===== src/rtl/mux_arb_pkg.sv =====
// Shared definitions for the two-requester mux arbiter.
// - state_e      : arbiter FSM encoding (IDLE, grant to 0, grant to 1)
// - GNT_*        : one-hot grant constants driven on gnt
// - state_to_gnt : maps an FSM state onto its one-hot grant
package mux_arb_pkg;

    typedef enum logic [1:0] {
        ST_IDLE = 2'd0,
        ST_G0   = 2'd1,
        ST_G1   = 2'd2
    } state_e;

    localparam logic [1:0] GNT_NONE = 2'b00;
    localparam logic [1:0] GNT_0    = 2'b01;
    localparam logic [1:0] GNT_1    = 2'b10;

    function automatic logic [1:0] state_to_gnt(input state_e st);
        logic [1:0] g;
        g = GNT_NONE;
        case (st)
            ST_G0:   g = GNT_0;
            ST_G1:   g = GNT_1;
            default: g = GNT_NONE;
        endcase
        return g;
    endfunction

endpackage


===== src/rtl/mux_arb_hold_cnt.sv =====
// Saturating hold counter for the arbiter.
// Counts cycles the current grant has been retained and stops at MAX_HOLD-1.
// Ports:
//   clk   : clock, rising edge
//   rst   : asynchronous active-high reset, clears the count
//   clr_i : clear to zero (grant entry); has priority over en_i
//   en_i  : advance by one unless already at the cap
//   tc_o  : terminal count, high while the count equals MAX_HOLD-1
module mux_arb_hold_cnt #(
    parameter int MAX_HOLD = 4
) (
    input  logic clk,
    input  logic rst,
    input  logic clr_i,
    input  logic en_i,
    output logic tc_o
);

    localparam int CW = (MAX_HOLD > 1) ? $clog2(MAX_HOLD) : 1;
    localparam logic [CW-1:0] CAP = CW'(MAX_HOLD - 1);

    logic [CW-1:0] cnt_q;
    logic [CW-1:0] cnt_d;

    // With MAX_HOLD=1 the cap is zero, so tc is permanently high and the
    // holder yields every cycle the other side is requesting.
    assign tc_o = (cnt_q == CAP);

    always_comb begin
        cnt_d = cnt_q;
        if (clr_i) begin
            cnt_d = '0;
        end else if (en_i && !tc_o) begin
            cnt_d = cnt_q + CW'(1);
        end
    end

    always_ff @(posedge clk or posedge rst) begin
        if (rst) begin
            cnt_q <= '0;
        end else begin
            cnt_q <= cnt_d;
        end
    end

endmodule


===== src/rtl/mux2_arbiter.sv =====
// Round-robin arbiter that shares one registered 2:1 mux between two
// requesters. Grants are demand driven; under contention the holder is
// forced to yield after MAX_HOLD consecutive cycles.
// Ports:
//   clk       : clock, rising edge
//   rst       : asynchronous active-high reset
//   req       : request lines, req[i] for requester i
//   in0, in1  : data from requester 0 / 1
//   gnt       : registered one-hot grant, 00 when idle
//   sel       : registered mux select (0 = in0, 1 = in1), held while idle
//   out       : registered mux output, held while idle
//   out_valid : high while a grant is active
module mux2_arbiter
    import mux_arb_pkg::*;
#(
    parameter int WIDTH    = 1,
    parameter int MAX_HOLD = 4
) (
    input  logic             clk,
    input  logic             rst,
    input  logic [1:0]       req,
    input  logic [WIDTH-1:0] in0,
    input  logic [WIDTH-1:0] in1,
    output logic [1:0]       gnt,
    output logic             sel,
    output logic [WIDTH-1:0] out,
    output logic             out_valid
);

    state_e           state_q, state_d;
    logic             last_q, last_d;
    logic             hold_tc;
    logic             grant_entry;
    logic             grant_keep;

    logic [1:0]       gnt_q;
    logic             sel_q;
    logic [WIDTH-1:0] out_q;
    logic             vld_q;

    mux_arb_hold_cnt #(
        .MAX_HOLD (MAX_HOLD)
    ) u_hold_cnt (
        .clk   (clk),
        .rst   (rst),
        .clr_i (grant_entry),
        .en_i  (grant_keep),
        .tc_o  (hold_tc)
    );

    // Next-state logic
    always_comb begin
        state_d = ST_IDLE;
        case (state_q)
            ST_IDLE: begin
                if (req == 2'b11) begin
                    // Tie: favour whoever did not hold the grant last.
                    state_d = last_q ? ST_G0 : ST_G1;
                end else if (req[0]) begin
                    state_d = ST_G0;
                end else if (req[1]) begin
                    state_d = ST_G1;
                end else begin
                    state_d = ST_IDLE;
                end
            end
            ST_G0: begin
                if (!req[0]) begin
                    state_d = req[1] ? ST_G1 : ST_IDLE;
                end else if (req[1] && hold_tc) begin
                    state_d = ST_G1;
                end else begin
                    state_d = ST_G0;
                end
            end
            ST_G1: begin
                if (!req[1]) begin
                    state_d = req[0] ? ST_G0 : ST_IDLE;
                end else if (req[0] && hold_tc) begin
                    state_d = ST_G0;
                end else begin
                    state_d = ST_G1;
                end
            end
            default: state_d = ST_IDLE; // unused code recovers to IDLE
        endcase
    end

    // A grant entry is any move into G0/G1 from a different state, which
    // includes a direct G0<->G1 handover.
    assign grant_entry = (state_d != ST_IDLE) && (state_d != state_q);
    assign grant_keep  = (state_d != ST_IDLE) && (state_d == state_q);

    always_comb begin
        last_d = last_q;
        if (grant_entry) begin
            last_d = (state_d == ST_G1);
        end
    end

    always_ff @(posedge clk or posedge rst) begin
        if (rst) begin
            state_q <= ST_IDLE;
            last_q  <= 1'b1;
        end else begin
            state_q <= state_d;
            last_q  <= last_d;
        end
    end

    // Output registers, all driven from the next state so the grant and the
    // selected data appear together one edge after the request is sampled.
    always_ff @(posedge clk or posedge rst) begin
        if (rst) begin
            gnt_q <= GNT_NONE;
            sel_q <= 1'b0;
            out_q <= '0;
            vld_q <= 1'b0;
        end else begin
            gnt_q <= state_to_gnt(state_d);
            vld_q <= (state_d != ST_IDLE);
            if (state_d != ST_IDLE) begin
                sel_q <= (state_d == ST_G1);
                out_q <= (state_d == ST_G1) ? in1 : in0;
            end
        end
    end

    assign gnt       = gnt_q;
    assign sel       = sel_q;
    assign out       = out_q;
    assign out_valid = vld_q;

endmodule


===== config.mk =====
export PLATFORM = sky130hd
export DESIGN_NAME = mux2_arbiter
export DESIGN_NICKNAME = d
export VERILOG_FILES = /design/src/rtl/mux_arb_pkg.sv /design/src/rtl/mux_arb_hold_cnt.sv /design/src/rtl/mux2_arbiter.sv
export SDC_FILE = /design/constraint.sdc
export NUM_CORES = 1
export LEC_CHECK = 0
export ABC_AREA = 1
export BUFFER_PORTS_ARGS = -buffer_cell sky130_fd_sc_hd__buf_2
export CAP_MARGIN = 20
export CORE_MARGIN = 3
export CORE_UTILIZATION = 40
export CTS_CLUSTER_DIAMETER = 50
export CTS_CLUSTER_SIZE = 30
export DETAILED_ROUTE_END_ITERATION = 10
export SYNTH_ARGS = -nofsm -noshare
export SYNTH_HDL_FRONTEND = slang
export SYNTH_SLANG_ARGS = --single-unit
export TNS_END_PERCENT = 1

===== constraint.sdc =====
create_clock -name clk -period 3.5 [get_ports clk]
set_input_delay 0.175 -clock clk [delete_from_list [all_inputs] [get_ports clk]]
set_output_delay 0.175 -clock clk [all_outputs]
set_load 0.05 [all_outputs]

==> Yosys cells after proc, flatten, opt, wreduce, memory -nomap -nowiden <==
Cells that the tools add are included.
{ "classes": {"add_sub_neg": 1, "mul": 0, "n_div": 0, "order_cmp": 0, "eq_ne": 8, "n_shift": 0, "n_mux": 14, "n_bitwise": 0, "n_reduce_logical": 9} }
{ "ops": {"columns": ["operator", "count"], "rows": [
  ["$mux W2", 10],
  ["$eq A2 B2 Y1 const B", 4],
  ["$pmux W2 S3", 1],
  ["$logic_and A1 B1 Y1", 5],
  ["$eq A2 B1 Y1 const B", 2],
  ["$pmux W2 S2", 1],
  ["$reduce_bool A2 Y1", 2],
  ["$add A2 B1 Y2 const B", 1],
  ["$eq A2 B2 Y1", 1],
  ["$logic_not A2 Y1", 1],
  ["$mux W1", 2],
  ["$ne A2 B2 Y1", 1],
  ["$logic_not A1 Y1", 1]
]} }
{ "word_totals": {"reg_bits": 10, "latch_bits": 0, "ram_bits": 0, "rom_bits": 0, "inputBits": 6, "out_inout_bits": 5, "word_cells": 39, "mem_count": 0} }

==> Longest topological paths before layout <==
{ "depth": {"ltp_word": 10, "depth_mapped": 11} }

==> Cells and area by module <==
Synthesis repeated with hierarchy kept, for this count alone.
{ "unflattened": {"hier_cells": 74, "hier_area_um2": 570.5} }
{ "by_module_without_submodules": {"columns": ["module", "n_inst", "cells_per_inst", "area_per_inst_um2"], "rows": [
  ["mux2_arbiter", 1, 60, 460.4],
  ["mux_arb_hold_cnt", 1, 14, 110.1]
]} }

==> Least setup slack after synthesis <==
OpenSTA, ideal clock, no wires.
{ "synth_path": {"path_kind": "register to register", "startpoint": "register u_hold_cnt.cnt_q[0]", "endpoint": "register u_hold_cnt.cnt_q[1]", "arrival_ns": 1.266, "required_ns": 3.382, "slack_ns": 2.115, "stages_incl_launch_ff": 10, "synth_period_minus_slack_ns": 1.385, "path_cell_list": "dfrtp_1 ha_1 nand2_1 nand3_1 nand3_4 nor2_2 nor2_2 nor2_1 nand2_1 nand2_1"} }
{ "synth_between": {"elab_chain_len": 9, "word_cells_on_any_way": 19} }
{ "synth_lines": {"columns": ["element", "line_no", "text"], "rows": [
  ["from (decl)", "mux_arb_hold_cnt.sv:22", "logic [CW-1:0] cnt_q;"],
  ["from (signal assigned)", "mux_arb_hold_cnt.sv:42", "cnt_q <= cnt_d;"],
  ["$eq A2 B2 Y1", "mux_arb_hold_cnt.sv:27", "assign tc_o = (cnt_q == CAP);"],
  ["$logic_and A1 B1 Y1 (on tied branches)", "mux2_arbiter.sv:79, mux2_arbiter.sv:70", null],
  ["$mux W2 (on tied branches)", "mux2_arbiter.sv:79, mux2_arbiter.sv:70", null],
  ["$mux W2 (on tied branches)", "mux2_arbiter.sv:77, mux2_arbiter.sv:68", null],
  ["$pmux W2 S3", "mux2_arbiter.sv:54", "case (state_q)"],
  ["$eq A2 B2 Y1 or $reduce_bool A2 Y1 (tied branches)", "mux2_arbiter.sv:92, mux2_arbiter.sv:91", null],
  ["$logic_and A1 B1 Y1", "mux2_arbiter.sv:92", "assign grant_keep = (state_d != ST_IDLE) && (state_d == state_q);"],
  ["$logic_and A1 B1 Y1", "mux_arb_hold_cnt.sv:33", "end else if (en_i && !tc_o) begin"],
  ["$reduce_bool A2 Y1 (no line)", null, null]
]} }
Parallel ways exist; a longest one is shown, timed or not. The select of a mux whose other input is x is not followed.
A chain may end at the register's enable or synchronous reset.

==> Worst setup path in the final report <==
{ "layout_path": {"startpoint": "register u_hold_cnt.cnt_q[0]", "endpoint": "register u_hold_cnt.cnt_q[1]"} }
{ "layout_between": {"elab_chain_len": 9, "word_cells_on_any_way": 19} }
{ "layout_lines": {"columns": ["element", "line_no", "text"], "rows": [
  ["$eq A2 B2 Y1 *", "mux_arb_hold_cnt.sv:27", null],
  ["$logic_and A1 B1 Y1 (on tied branches)", "mux2_arbiter.sv:79, mux2_arbiter.sv:70", null],
  ["$mux W2 (on tied branches)", "mux2_arbiter.sv:79, mux2_arbiter.sv:70", null],
  ["$mux W2 (on tied branches)", "mux2_arbiter.sv:77, mux2_arbiter.sv:68", null],
  ["$pmux W2 S3 *", "mux2_arbiter.sv:54", null],
  ["net state_d[0]", "mux2_arbiter.sv:30", "state_e state_q, state_d;"],
  ["$eq A2 B2 Y1 or $reduce_bool A2 Y1 (tied branches)", "mux2_arbiter.sv:92, mux2_arbiter.sv:91", null],
  ["$logic_and A1 B1 Y1", "mux2_arbiter.sv:92", null],
  ["$logic_and A1 B1 Y1", "mux_arb_hold_cnt.sv:33", null],
  ["$reduce_bool A2 Y1 (no line)", null, null]
]} }
Mark *: on every way through the listed nets, which the timed path passes. The rest lies on a longest branch. The select of a mux whose other input is x is not followed.

==> impl_results.md <==
* Share of post-route cells with drive strength above 1 at a little under a third
* Final hold violation count at 0
* Status: finished clean
* CTS tree: yes
* Port Buffer Count at 10
* Area Overhead vs Synth at 20.6%
* Sequential fraction of the synthesis area at between 40% and 50%
* Initial core utilization at between 40% and 50%
* Hold crit path type: primary input to flip-flop
* Average size of a mapped cell at between 7 and 8 sq um
* FMAX at around 630 MHz
* Clk pwr share at roughly 15%
* Post-Route Utilization at a little under three fifths
* Number of hold buffers added after CTS at 1
* Root Driver: clkbuf_4
* Die X at around 43 um
* Crit path kind: flip-flop to flip-flop
* Longest Clk Path Bufs at 2
* Slew of the pin with the lowest slew margin at approximately 400 ps
* TritonRoute pass-1 iters at 2
* Synth cell types at 14
* CP endpoint kind: flip-flop
* Worst path required time at about 3700 ps
* Chip Height at around 43 um
* Initial antenna violation count at 0
* Pwr per Cell Area at 1040 nW/um^2
* CP max stage cell: dfrtp_1
* Syn_nets at 78
* Post-DP HPWL at slightly below 900 um
* Worst-Skew Late Latency at roughly 270 ps
* Psw at approximately 350 uW
* Die ar. at ~1900 sq um
* Critical path arrival at around 1800 ps
* Slew Viols, Final at 0
* Fin Setup TNS at 0 ps
* Netlist area before placement at between 500 and 600 sq um
* Sequential power share at 29.6%
* Crit-path max FO at 5
* Critical path launch point type: flip-flop
* DR vias at between 400 and 500
* Switch share at between 50 and 60%
* CORE AREA at between 1000 and 1500 sq um
* Post-CTS Resized at 0
* Post-Synthesis Cells at 71
* Via/cell ratio at 4.86
* Commonest non-fill, non-tap cells in the layout: 24 x nand2_1, 10 x buf_2, 9 x inv_1, 9 x dfrtp_1, 7 x nand3_1
* R2R depth at 10
* Final period util at 45.4%
* Num rows at 12
* Combinational share of power at a little under three fifths
* Final wirelength at around 1100 um
* # nets final at 94
* Vias in the first global route at 477
* Sink Count at 10
* Cell depth of the worst hold path at 3
* Slew HR at approximately 73%
* Ys Warns at 0
* # setup viols final at 0
* I/O Pins at 11
* CTS Buf Count at 3
* Grt ovf at 0
* Period minus WS final at 1590 ps
* Setup repair bufs after CTS at 0
* Avg WL per Cell at between 10 and 15 um
* GRT Util Overall at ~14%
* Placer Congestion at about 0.79
* Worst-path clk slew at 70 ps
* RSZ-0062 raised after global routing: false
* # DRC at 0
* Worst path max stage delay at 400 ps
* Iter 0 DRT Violations at 17
* Yosys reg bits at 10
* Max-Cap Viols at 0
* Worst IR Drop VDD at between 0.0005 and 0.0006 V
* # diodes at 0
* H-tree lvl count at 1
* Largest net degree at the start of global routing at 11
* Worst path cell trace: ha_1, nand2_1, nand2_1, nand3_1, nand3_2, nor2_2, nor2_2, nor2_1, nand2_1, nand2_1
* Crit-path most repeated cell: nand2_1
* Leakage at approximately 0.38 nW
* Clock skew at 1.69 ps
* First-pass GRT wire length at between 1500 and 2000 um
* Final ANT Viol Nets at 0
* Internal Power at 345 uW
* Most common library cell in the layout ignoring fill and taps: nand2_1
per-stage QoR:
step / hold WS [ps] / power (mW) / cell area (sq um) / std cells / setup slack [ps]
CTS: 113 / 0.700 / 666 / 100 / 1910
finish: 120 / 0.690 / 666 / 100 / 1910
floorplan: 14.5 / 0.509 / 552 / 71 / 2120
detailed placement: 176 / 0.591 / 619 / 95 / 1930
global placement: 168 / 0.583 / 619 / 95 / 1930
global route: 117 / 0.762 / 666 / 100 / 1740
state kept, by name, summed over array words and instances (netlist names):
name and cells:
state_q 2, gnt 2, last_q 1, u_hold_cnt.cnt_q 2, out 1, sel 1
out_valid 1
layer usage:
layer	up-vias	wire length [um]	GRT usage [%]
met5	-	0	0
met4	0	12	4.22
met3	2	57	7.63
met2	10	547	23.6
met1	220	482	16.2
li1	254	-	-
synth_stat cells:
cell type | instances | area, sq um
nand3_2 | 3 | 30.0
nand3_1 | 7 | 35.0
dfrtp_1 | 9 | 225
ha_1 | 1 | 12.5
dfstp_2 | 1 | 26.3
nand3_4 | 1 | 17.5
nor2_2 | 4 | 25.0
nand4_1 | 2 | 12.5
nand2_1 | 24 | 90.1
nand2_2 | 1 | 6.26
inv_2 | 3 | 11.3
nor2_1 | 5 | 18.8
o211ai_1 | 1 | 7.51
inv_1 | 9 | 33.8
cell families (layout without fill, tap and decap cells):
| logic type | count (synthesis) | after routing | synth area share [%] |
|---|---|---|---|
| adders and majority gates | 1 | 1 | 2.27 |
| and+or+nand+nor | 47 | 47 | 42.6 |
| DFF | 10 | 10 | 45.6 |
| AOI/OAI and AO/OA | 1 | 1 | 1.36 |
| buffers and inverters | 12 | 27 | 8.16 |
worst paths after layout:
path | startpoint | end | slack (ps)
hold reg to reg | last_q$_DFFE_PP1P_ | last_q$_DFFE_PP1P_ | 480
hold / removal | in1 | out$_DFFE_PP0P_ | 120
min in group asynchronous | rst | out_valid$_DFF_PP0_ | 420
max in group asynchronous | rst | last_q$_DFFE_PP1P_ | 2760
setup / recovery | u_hold_cnt.cnt_q[0]$_DFFE_PP0P_ | u_hold_cnt.cnt_q[1]$_DFFE_PP0P_ | 1910
setup reg to reg | u_hold_cnt.cnt_q[0]$_DFFE_PP0P_ | u_hold_cnt.cnt_q[1]$_DFFE_PP0P_ | 1910
area by class of cell:
class / instances / area, sq um
Fill cell: 121 / 536
Multi-Input combinational cell: 49 / 255
Clock buffer: 4 / 36.3
Sequential cell: 10 / 251
Timing Repair Buffer: 11 / 60.1
Inverter: 12 / 45.0
Tap cell: 14 / 17.5
critical path: cells and delay by family, from the launching register on:
kind / cells / cell delay, ps
flops: 1 / 400
simple gates: 9 / 850
fa+ha+maj: 1 / 270
power by group through the flow:
stage,sequential [mW],combinational (mW),clock (mW)
floorplan,0.303,0.206,0
global placement,0.204,0.379,0
detailed placement,0.207,0.383,0
CTS,0.205,0.385,0.110
global route,0.212,0.435,0.115
finish,0.204,0.379,0.106
Power figures use the tool's default switching activity.
